**config.mk**
```make
export PLATFORM = sky130hd
export DESIGN_NAME = vlsu
export DESIGN_NICKNAME = d
export VERILOG_FILES = /design/src/rtl/vlsu.sv
export SDC_FILE = /design/constraint.sdc
export NUM_CORES = 1
export LEC_CHECK = 0
export CELL_PAD_IN_SITES_DETAIL_PLACEMENT = 1
export CELL_PAD_IN_SITES_GLOBAL_PLACEMENT = 2
export CORE_MARGIN = 3
export CORE_UTILIZATION = 26
export DETAILED_ROUTE_END_ITERATION = 12
export PLACE_DENSITY_LB_ADDON = 0.1
export SYNTH_ARGS = -nofsm -noshare
export SYNTH_HDL_FRONTEND = slang
export SYNTH_SLANG_ARGS = --single-unit
```
**constraint.sdc**
```tcl
create_clock -name clk -period 3 [get_ports clk]
set_clock_uncertainty 0.05 [all_clocks]
set_input_delay 0.6 -clock clk [delete_from_list [all_inputs] [get_ports clk]]
set_output_delay 0.6 -clock clk [all_outputs]
set_load 0.05 [all_outputs]
```
**src/rtl/vlsu.sv**
```systemverilog
// vlsu: vector load/store unit moving up to 5 lanes between the vector register file and a 32-bit memory port
module vlsu #(
    parameter int LANES = 5,
    parameter int CW    = 3
) (
    input  logic                clk,
    input  logic                reset,
    input  logic                start,
    input  logic                is_store,
    input  logic [31:0]         base_addr,
    input  logic [CW-1:0]       len,
    input  logic [32*LANES-1:0] VWriteData,
    output logic                MemReq,
    output logic                MemWrite,
    output logic [31:0]         MemAddr,
    output logic [31:0]         MemWData,
    input  logic [31:0]         MemRData,
    input  logic                MemReady,
    output logic [32*LANES-1:0] VReadData,
    output logic                VRegWrite,
    output logic                busy,
    output logic                done
);
    typedef enum logic [1:0] {IDLE, XFER, DONE} state_t;
    localparam logic [CW-1:0] MAXLEN = CW'(LANES);
    state_t              state_q;
    logic                store_q, req_q, done_q, vwe_q;
    logic [CW-1:0]       len_q, cnt_q, len_d, cnt_d;
    logic [31:0]         addr_q, wd_q;
    logic [32*LANES-1:0] wdata_q, vdata_q;

    // clamp the requested lane count and precompute the next lane index
    always_comb begin
        len_d = (len > MAXLEN) ? MAXLEN : len;
        cnt_d = cnt_q + CW'(1);
    end

    // transfer FSM; memory-side and writeback outputs are held in registers
    always_ff @(posedge clk or negedge reset) begin
        if (!reset) begin
            state_q <= IDLE;
            store_q <= 1'b0;
            len_q   <= '0;
            cnt_q   <= '0;
            addr_q  <= '0;
            wd_q    <= '0;
            wdata_q <= '0;
            vdata_q <= '0;
            req_q   <= 1'b0;
            done_q  <= 1'b0;
            vwe_q   <= 1'b0;
        end else begin
            case (state_q)
                IDLE: if (start) begin
                    store_q <= is_store;
                    len_q   <= len_d;
                    cnt_q   <= '0;
                    wdata_q <= VWriteData;
                    if (!is_store) vdata_q <= '0;
                    if (len_d == '0) begin
                        state_q <= DONE;
                        done_q  <= 1'b1;
                    end else begin
                        state_q <= XFER;
                        req_q   <= 1'b1;
                        addr_q  <= base_addr;
                        wd_q    <= VWriteData[31:0];
                    end
                end
                XFER: if (MemReady) begin
                    if (!store_q) vdata_q[{cnt_q, 5'd0} +: 32] <= MemRData;
                    if (cnt_q == len_q - CW'(1)) begin
                        state_q <= DONE;
                        req_q   <= 1'b0;
                        addr_q  <= '0;
                        wd_q    <= '0;
                        done_q  <= 1'b1;
                        vwe_q   <= !store_q;
                    end else begin
                        cnt_q  <= cnt_d;
                        addr_q <= addr_q + 32'd4;
                        wd_q   <= wdata_q[{cnt_d, 5'd0} +: 32];
                    end
                end
                default: begin
                    state_q <= IDLE;
                    done_q  <= 1'b0;
                    vwe_q   <= 1'b0;
                end
            endcase
        end
    end

    assign MemReq    = req_q;
    assign MemWrite  = req_q & store_q;
    assign MemAddr   = addr_q;
    assign MemWData  = wd_q;
    assign VReadData = vdata_q;
    assign VRegWrite = vwe_q;
    assign done      = done_q;
    assign busy      = state_q != IDLE;
endmodule
```
==> impl_metrics.tcl, run 1 <==
set metrics [dict create \
    outcome "complete, no violations" \
    path_clk_slew_ns 0.06 \
    grt_max_degree 113 \
    ys_warn_count 0 \
    cap_violations 0 \
    fill_cells 7239 \
    hold_buffers 1 \
    required_ns 2.35 \
    rr_worst_depth 7 \
    avgViaCountPerCell 4.813 \
    final_common_cell "nand2_1" \
    initial_core_util_pct 26.47 \
    p_sw_share_pct 43.88 \
    ys_seq_area_share_pct 57.76 \
    fin_crit_sh_pct 94.11 \
    ctsResizeCount 0 \
    min_from "wdata_q[112]" \
    rows 93 \
    utilization_pct 38.16 \
    finalSetupViolations 0 \
    leakage_nw 10.92 \
    fin_ws_ns 0.1767 \
    vias 15040 \
    hold_violations 0 \
    antenna_found_initial 14 \
    drt-initial-drc-count 824 \
    design.die.area_mm2 0.06911 \
    numCtsBuffers 48 \
    fmax_ghz 0.3542 \
    detail-route-antenna-nets 0 \
    htreeDepth 2 \
    synth_ff_type "dfrtp_1" \
    hold_path_depth 2 \
    arrival_ns 2.17 \
    gp_congestion 0.7813 \
    r2r-end "MemWData[9]" \
    p_switching_mw 12.22 \
    combPwrFrac_pct 47.5 \
    grt.total_usage_pct 19.47 \
    clk_path_buf_depth 3 \
    path_cells "buf_4 > nor2_1 > inv_1 > clkdlybuf4s50_1" \
    worst-path-stages 4 \
    yosys_register_bits 396 \
    reg2reg_from "cnt_q[0]" \
    final.setup.tns_ns 0 \
    drc 0 \
    core_mm2 0.06481 \
    power.internal_mw 15.63 \
    worstMarginPinSlew_ns 0.9115 \
    drt-wirelength-per-cell_um 21.96 \
    firstDrtPassIters 5 \
    fin_nets 2467 \
    syn_inst 1783 \
    relSlewSlack_pct 39.23 \
    path_class "reg -> out" \
    io_pins 461 \
    setup.worst_path.end_class "primary output" \
    cts_root_buf "clkbuf_16" \
    clkPwrFrac_pct 21.5 \
    grt_pass1_wl_mm 104.7 \
    syn_to_final_growth_pct 44.16 \
    grt_pass1_vias 16230 \
    async_flop_share_pct 100.0 \
    syn-cell-area_mm2 0.01716 \
    cpPeakStageDelay_ns 0.77 \
    syn_area_per_cell_um2 9.623 \
    final_cell_mix "nand2_1 (662), clkdlybuf4s50_1 (459), dfrtp_1 (396)" \
    synthesis.nets 2021 \
    path_buf_inv 3 \
    io_buffers 460 \
    cts.sinks 396 \
    overflow 0 \
    maxSlewViolCount 0 \
    seqPwrFrac_pct 30.9 \
    die_w_um 262.9 \
    hold_class "reg -> reg" \
    min_to "wdata_q[112]" \
    slowest_stage "clkdlybuf4s50_1" \
    pre_cts_ws_ns 0.2080 \
    yosysUniqueCellTypes 58 \
    placed_area_mm2 0.02309 \
    synth_edf_count 0 \
    startpoint_type "register" \
    crit_family "buffers and inverters" \
    path_max_fanout 10 \
    rsz0062_at_grt "false" \
    place_hpwl_mm 48.50 \
    post_cts_buffers 0 \
    cts_tree "yes" \
    p_total_mw 27.84 \
    clkLatencyLatePin_ns 0.57 \
    period_needed_ns 2.823 \
    layout-drive-gt1-share_pct 8.433 \
    finish.instance_area_mm2 0.02473 \
    power_density_mw_per_mm2 1126 \
    die_h_um 262.9 \
    drt_wl_total_mm 68.60 \
    max-vdd-ir-drop_uv 394.5 \
    regToRegSetupSlack_ns 0.43 \
]
==> state kept, by name (all words and copies together) (netlist names) <==
name and count:
VRegWrite 1, wdata_q 160, state_q 2, MemReq 1, VReadData 160, len_q 3, done 1, MemAddr 32
cnt_q 3, store_q 1, MemWData 32
==> cells by family after synthesis <==
kind of cell / after synthesis / synth area share (%)
muxes: 62 / 3.836
adders and majority gates: 6 / 0.4375
buffers and inverters: 134 / 3.296
DFF: 396 / 57.76
and+or+nand+nor: 813 / 18.86
xor gates and xnor gates: 7 / 0.4886
AOI/OAI and AO/OA: 365 / 15.33
==> synthesized netlist by cell type (3+ instances only) <==
library cell,n,area [um2]
nand2_1,664,2492
dfrtp_1,396,9910
a22o_1,95,832.1
clkbuf_1,85,319.1
nor2_1,79,296.5
o21ai_0,75,375.4
a21oi_1,36,180.2
a22oi_1,32,240.2
mux2i_1,32,320.3
buf_2,31,155.2
o22ai_1,31,193.9
a221oi_1,30,262.8
mux2_2,30,337.8
nand3_1,19,95.09
o311ai_0,13,113.9
o21ai_1,10,50.05
a31oi_1,8,50.05
a32o_1,8,80.08
and2_1,8,50.05
and3_1,8,50.05
o211ai_1,8,60.06
inv_1,7,26.28
ha_1,6,75.07
nand4_1,6,37.54
nor3_1,6,30.03
nor2b_1,5,31.28
xnor2_1,5,43.79
buf_1,4,15.01
buf_4,4,30.03
o311ai_1,4,35.03
nand2b_1,3,18.77
nor4_1,3,18.77
o211a_1,3,30.03
==> metal layers <==
| metal | routed length [um] | share of wire [%] | global-route usage, % |
|---|---|---|---|
| met5 | 153 | 0.22 | 0 |
| met1 | 30490 | 44 | 25.61 |
| met2 | 32720 | 48 | 32.34 |
| met3 | 3825 | 5.6 | 4.616 |
| met4 | 1413 | 2.1 | 4.828 |
==> tightest hold or removal path: stages, from the launching register on <==
cell	delay (ns)
dfrtp_1	0.33
nand2_1	0.05
nand2_1	0.05
==> metrics by stage <==
| stage | hold WS, ns | cells |
|---|---|---|
| final | 0.4148 | 3124 |
| after global routing | 0.4306 | 3120 |
| after CTS | 0.4236 | 3120 |
| after detailed placement | 0.4083 | 3033 |
| after global placement | 0.4046 | 3033 |
| after floorplan | 0.2544 | 1783 |
==> layout make-up <==
type	count	area (um2)	share of cell area [%]
well taps	855	1070	4.325
repair buffers	522	5328	21.54
diodes	4	10.01	0.04047
clock buffers	71	1439	5.817
inverters	8	30.03	0.1214
flip-flops and latches	396	9910	40.06
clock inverters	15	182.7	0.7386
multi-input cells	1253	6765	27.35
==> worst max-delay path by stage <==
stage                     slack [ns]        from             to
after floorplan                  0.1    cnt_q[0]   MemWData[23]
after global placement          0.28      len[2]    MemAddr[22]
after detailed placement        0.21    is_store  VReadData[58]
after CTS                       0.11  state_q[1]           busy
after global routing            0.05  state_q[1]           busy
final                           0.18  state_q[1]           busy
==> power groups by stage <==
stage / logic, mW / registers [mW] / clock network, mW
after global routing: 14.4 / 8.88 / 6.43
after floorplan: 5.48 / 11.3 / 0
after global placement: 13.2 / 8.67 / 0
after CTS: 13.5 / 8.64 / 6.21
final: 13.2 / 8.61 / 6.00
after detailed placement: 13.4 / 8.72 / 0
Power figures use the tool's default switching activity.
==> inputs of run 2 (changes only) <==
CORE_MARGIN = unset   (was 3)
CTS_CLUSTER_SIZE = 16   (was unset)
==> run 2 against run 1 <==
  * Die area decreased by 3.0%
  * Critical path depth fell by 1
  * Utilization decreased by 0.23 points
  * Final cell count hardly changed
  * Hold slack improved by 0.0022 ns
  * Non-clock buffer count decreased by 3
  * Power is 1.2% lower
  * Setup slack better by 0.15 ns
  * Largest power group unchanged
==> impl_metrics.tcl, run 2 (same netlist as run 1, synthesis figures left out) <==
set metrics [dict create \
    outcome "complete, no violations" \
    power_density_mw_per_mm2 1119 \
    avgViaCountPerCell 4.817 \
    die_w_um 258.9 \
    core_mm2 0.06481 \
    firstDrtPassIters 5 \
    period_needed_ns 2.675 \
    detail-route-antenna-nets 0 \
    cts_tree "yes" \
    initial_core_util_pct 26.47 \
    gp_congestion 0.7812 \
    power.internal_mw 15.27 \
    rows 93 \
    die_h_um 258.9 \
    path_clk_slew_ns 0.06 \
    antenna_found_initial 20 \
    regToRegSetupSlack_ns 0.40 \
    drc 0 \
    fin_nets 2464 \
    path_class "reg -> out" \
    r2r-end "VReadData[79]" \
    combPwrFrac_pct 47.7 \
    final.setup.tns_ns 0 \
    clk_path_buf_depth 3 \
    syn_to_final_growth_pct 43.27 \
    layout-drive-gt1-share_pct 8.083 \
    setup.worst_path.end_class "primary output" \
    startpoint_type "register" \
    seqPwrFrac_pct 31.5 \
    grt.total_usage_pct 19.86 \
    io_pins 461 \
    p_switching_mw 12.25 \
    utilization_pct 37.93 \
    clkLatencyLatePin_ns 0.58 \
    crit_path_start "state_q[1]" \
    fin_crit_sh_pct 89.18 \
    design.die.area_mm2 0.06702 \
    cap_violations 0 \
    p_sw_share_pct 44.51 \
    leakage_nw 10.85 \
    cts_root_buf "clkbuf_16" \
    clkPwrFrac_pct 20.8 \
    use_met1_pct 25.57 \
    post_cts_buffers 0 \
    rr_worst_depth 8 \
    overflow 0 \
    reg2reg_from "cnt_q[1]" \
    place_hpwl_mm 47.20 \
    drt_wl_total_mm 67.36 \
    final_common_cell "nand2_1" \
    grt_pass1_wl_mm 102.1 \
    vias 15040 \
    rsz0062_at_grt "false" \
    busiest_layer "met2" \
    relSlewSlack_pct 40.94 \
    htreeDepth 2 \
    hold_violations 0 \
    cp-endpoint "busy" \
    worstMarginPinSlew_ns 0.8860 \
    p_total_mw 27.51 \
    grt_pass1_vias 16000 \
    hold_path_depth 2 \
    io_buffers 460 \
    grt_max_degree 120 \
    finalSetupViolations 0 \
    required_ns 2.35 \
    arrival_ns 2.03 \
    fmax_ghz 0.3738 \
    hold_class "reg -> reg" \
    final_cell_mix "nand2_1 (662), clkdlybuf4s50_1 (458), dfrtp_1 (396)" \
    drt-initial-drc-count 800 \
    hold_ws_ns 0.4170 \
    numCtsBuffers 48 \
    maxSlewViolCount 0 \
    max-vdd-ir-drop_uv 447.9 \
    cts.sinks 396 \
    path_max_fanout 10 \
    gr-usage-met3_pct 4.489 \
    met2_usage_pct 33.35 \
    drt-wirelength-per-cell_um 21.57 \
]
[run 2: cell types whose count changed in the layout (fill, tap and decap cells not counted), sizes merged]
| cell | before | now |
|---|---|---|
| inv | 9 | 10 |
| bufinv | 4 | 1 |
| clkbuf | 71 | 76 |
| buf | 62 | 59 |
| clkdlybuf4s50 | 459 | 458 |
| clkinv | 10 | 9 |
| dlygate4sd2 | 0 | 1 |
[run 2: worst min-delay path by stage]
stage	endpoint	slack (ns)	from
after detailed placement	wdata_q[126]	0.41	wdata_q[126]
after global routing	wdata_q[46]	0.44	wdata_q[46]
after floorplan	MemAddr[0]	0.25	reset
after global placement	wdata_q[110]	0.41	wdata_q[110]
after CTS	wdata_q[46]	0.42	wdata_q[46]
final	wdata_q[46]	0.42	wdata_q[46]
[run 2: worst max-delay path, stage by stage, from the launching register on]
cell           delay, ns
dfrtp_1             0.60
nor2_1              0.15
inv_1               0.09
dlygate4sd2_1       0.61
[run 2: area by class of cell]
| class | count | area [um2] |
|---|---|---|
| inverter | 8 | 30.03 |
| sequential | 396 | 9910 |
| clock buffer | 76 | 1416 |
| tap | 855 | 1070 |
| clock inverter | 12 | 115.1 |
| multi-input combinational | 1253 | 6765 |
| fill | 7293 | 40230 |
| antenna | 4 | 10.01 |
| timing repair buffer | 519 | 5266 |
[run 2: what timing repair did]
action / 4_1_cts / 5_1_grt
gates resized for setup: 1 / 0
setup endpoints to repair: 1 / 0
hold buffers: 1 / 0
hold endpoints to repair: 49 / 0
[run 2: stage by stage]
step                instance area, um2  setup slack [ns]  instances
floorplan                        17160           0.09571       1783
global placement                 23030            0.2996       3030
detailed placement               23030            0.2403       3030
CTS                              24570            0.2665       3119
global route                     24580            0.2108       3122
finish                           24580            0.3247       3123
[run 2: power by group through the flow]
| stage | Clock [mW] | Sequential (mW) | Combinational, mW |
|---|---|---|---|
| floorplan | 0 | 11.3 | 5.48 |
| global placement | 0 | 8.68 | 13.2 |
| detailed placement | 0 | 8.75 | 13.3 |
| CTS | 5.92 | 8.68 | 13.4 |
| global route | 6.08 | 8.93 | 14.2 |
| finish | 5.73 | 8.66 | 13.1 |
[run 2: metal layers]
layer / share of wire, % / vias up
met5: 0.25 / -
met2: 48 / 314
met1: 44 / 7600
li1: - / 6996
met4: 2.0 / 26
met3: 5.6 / 106
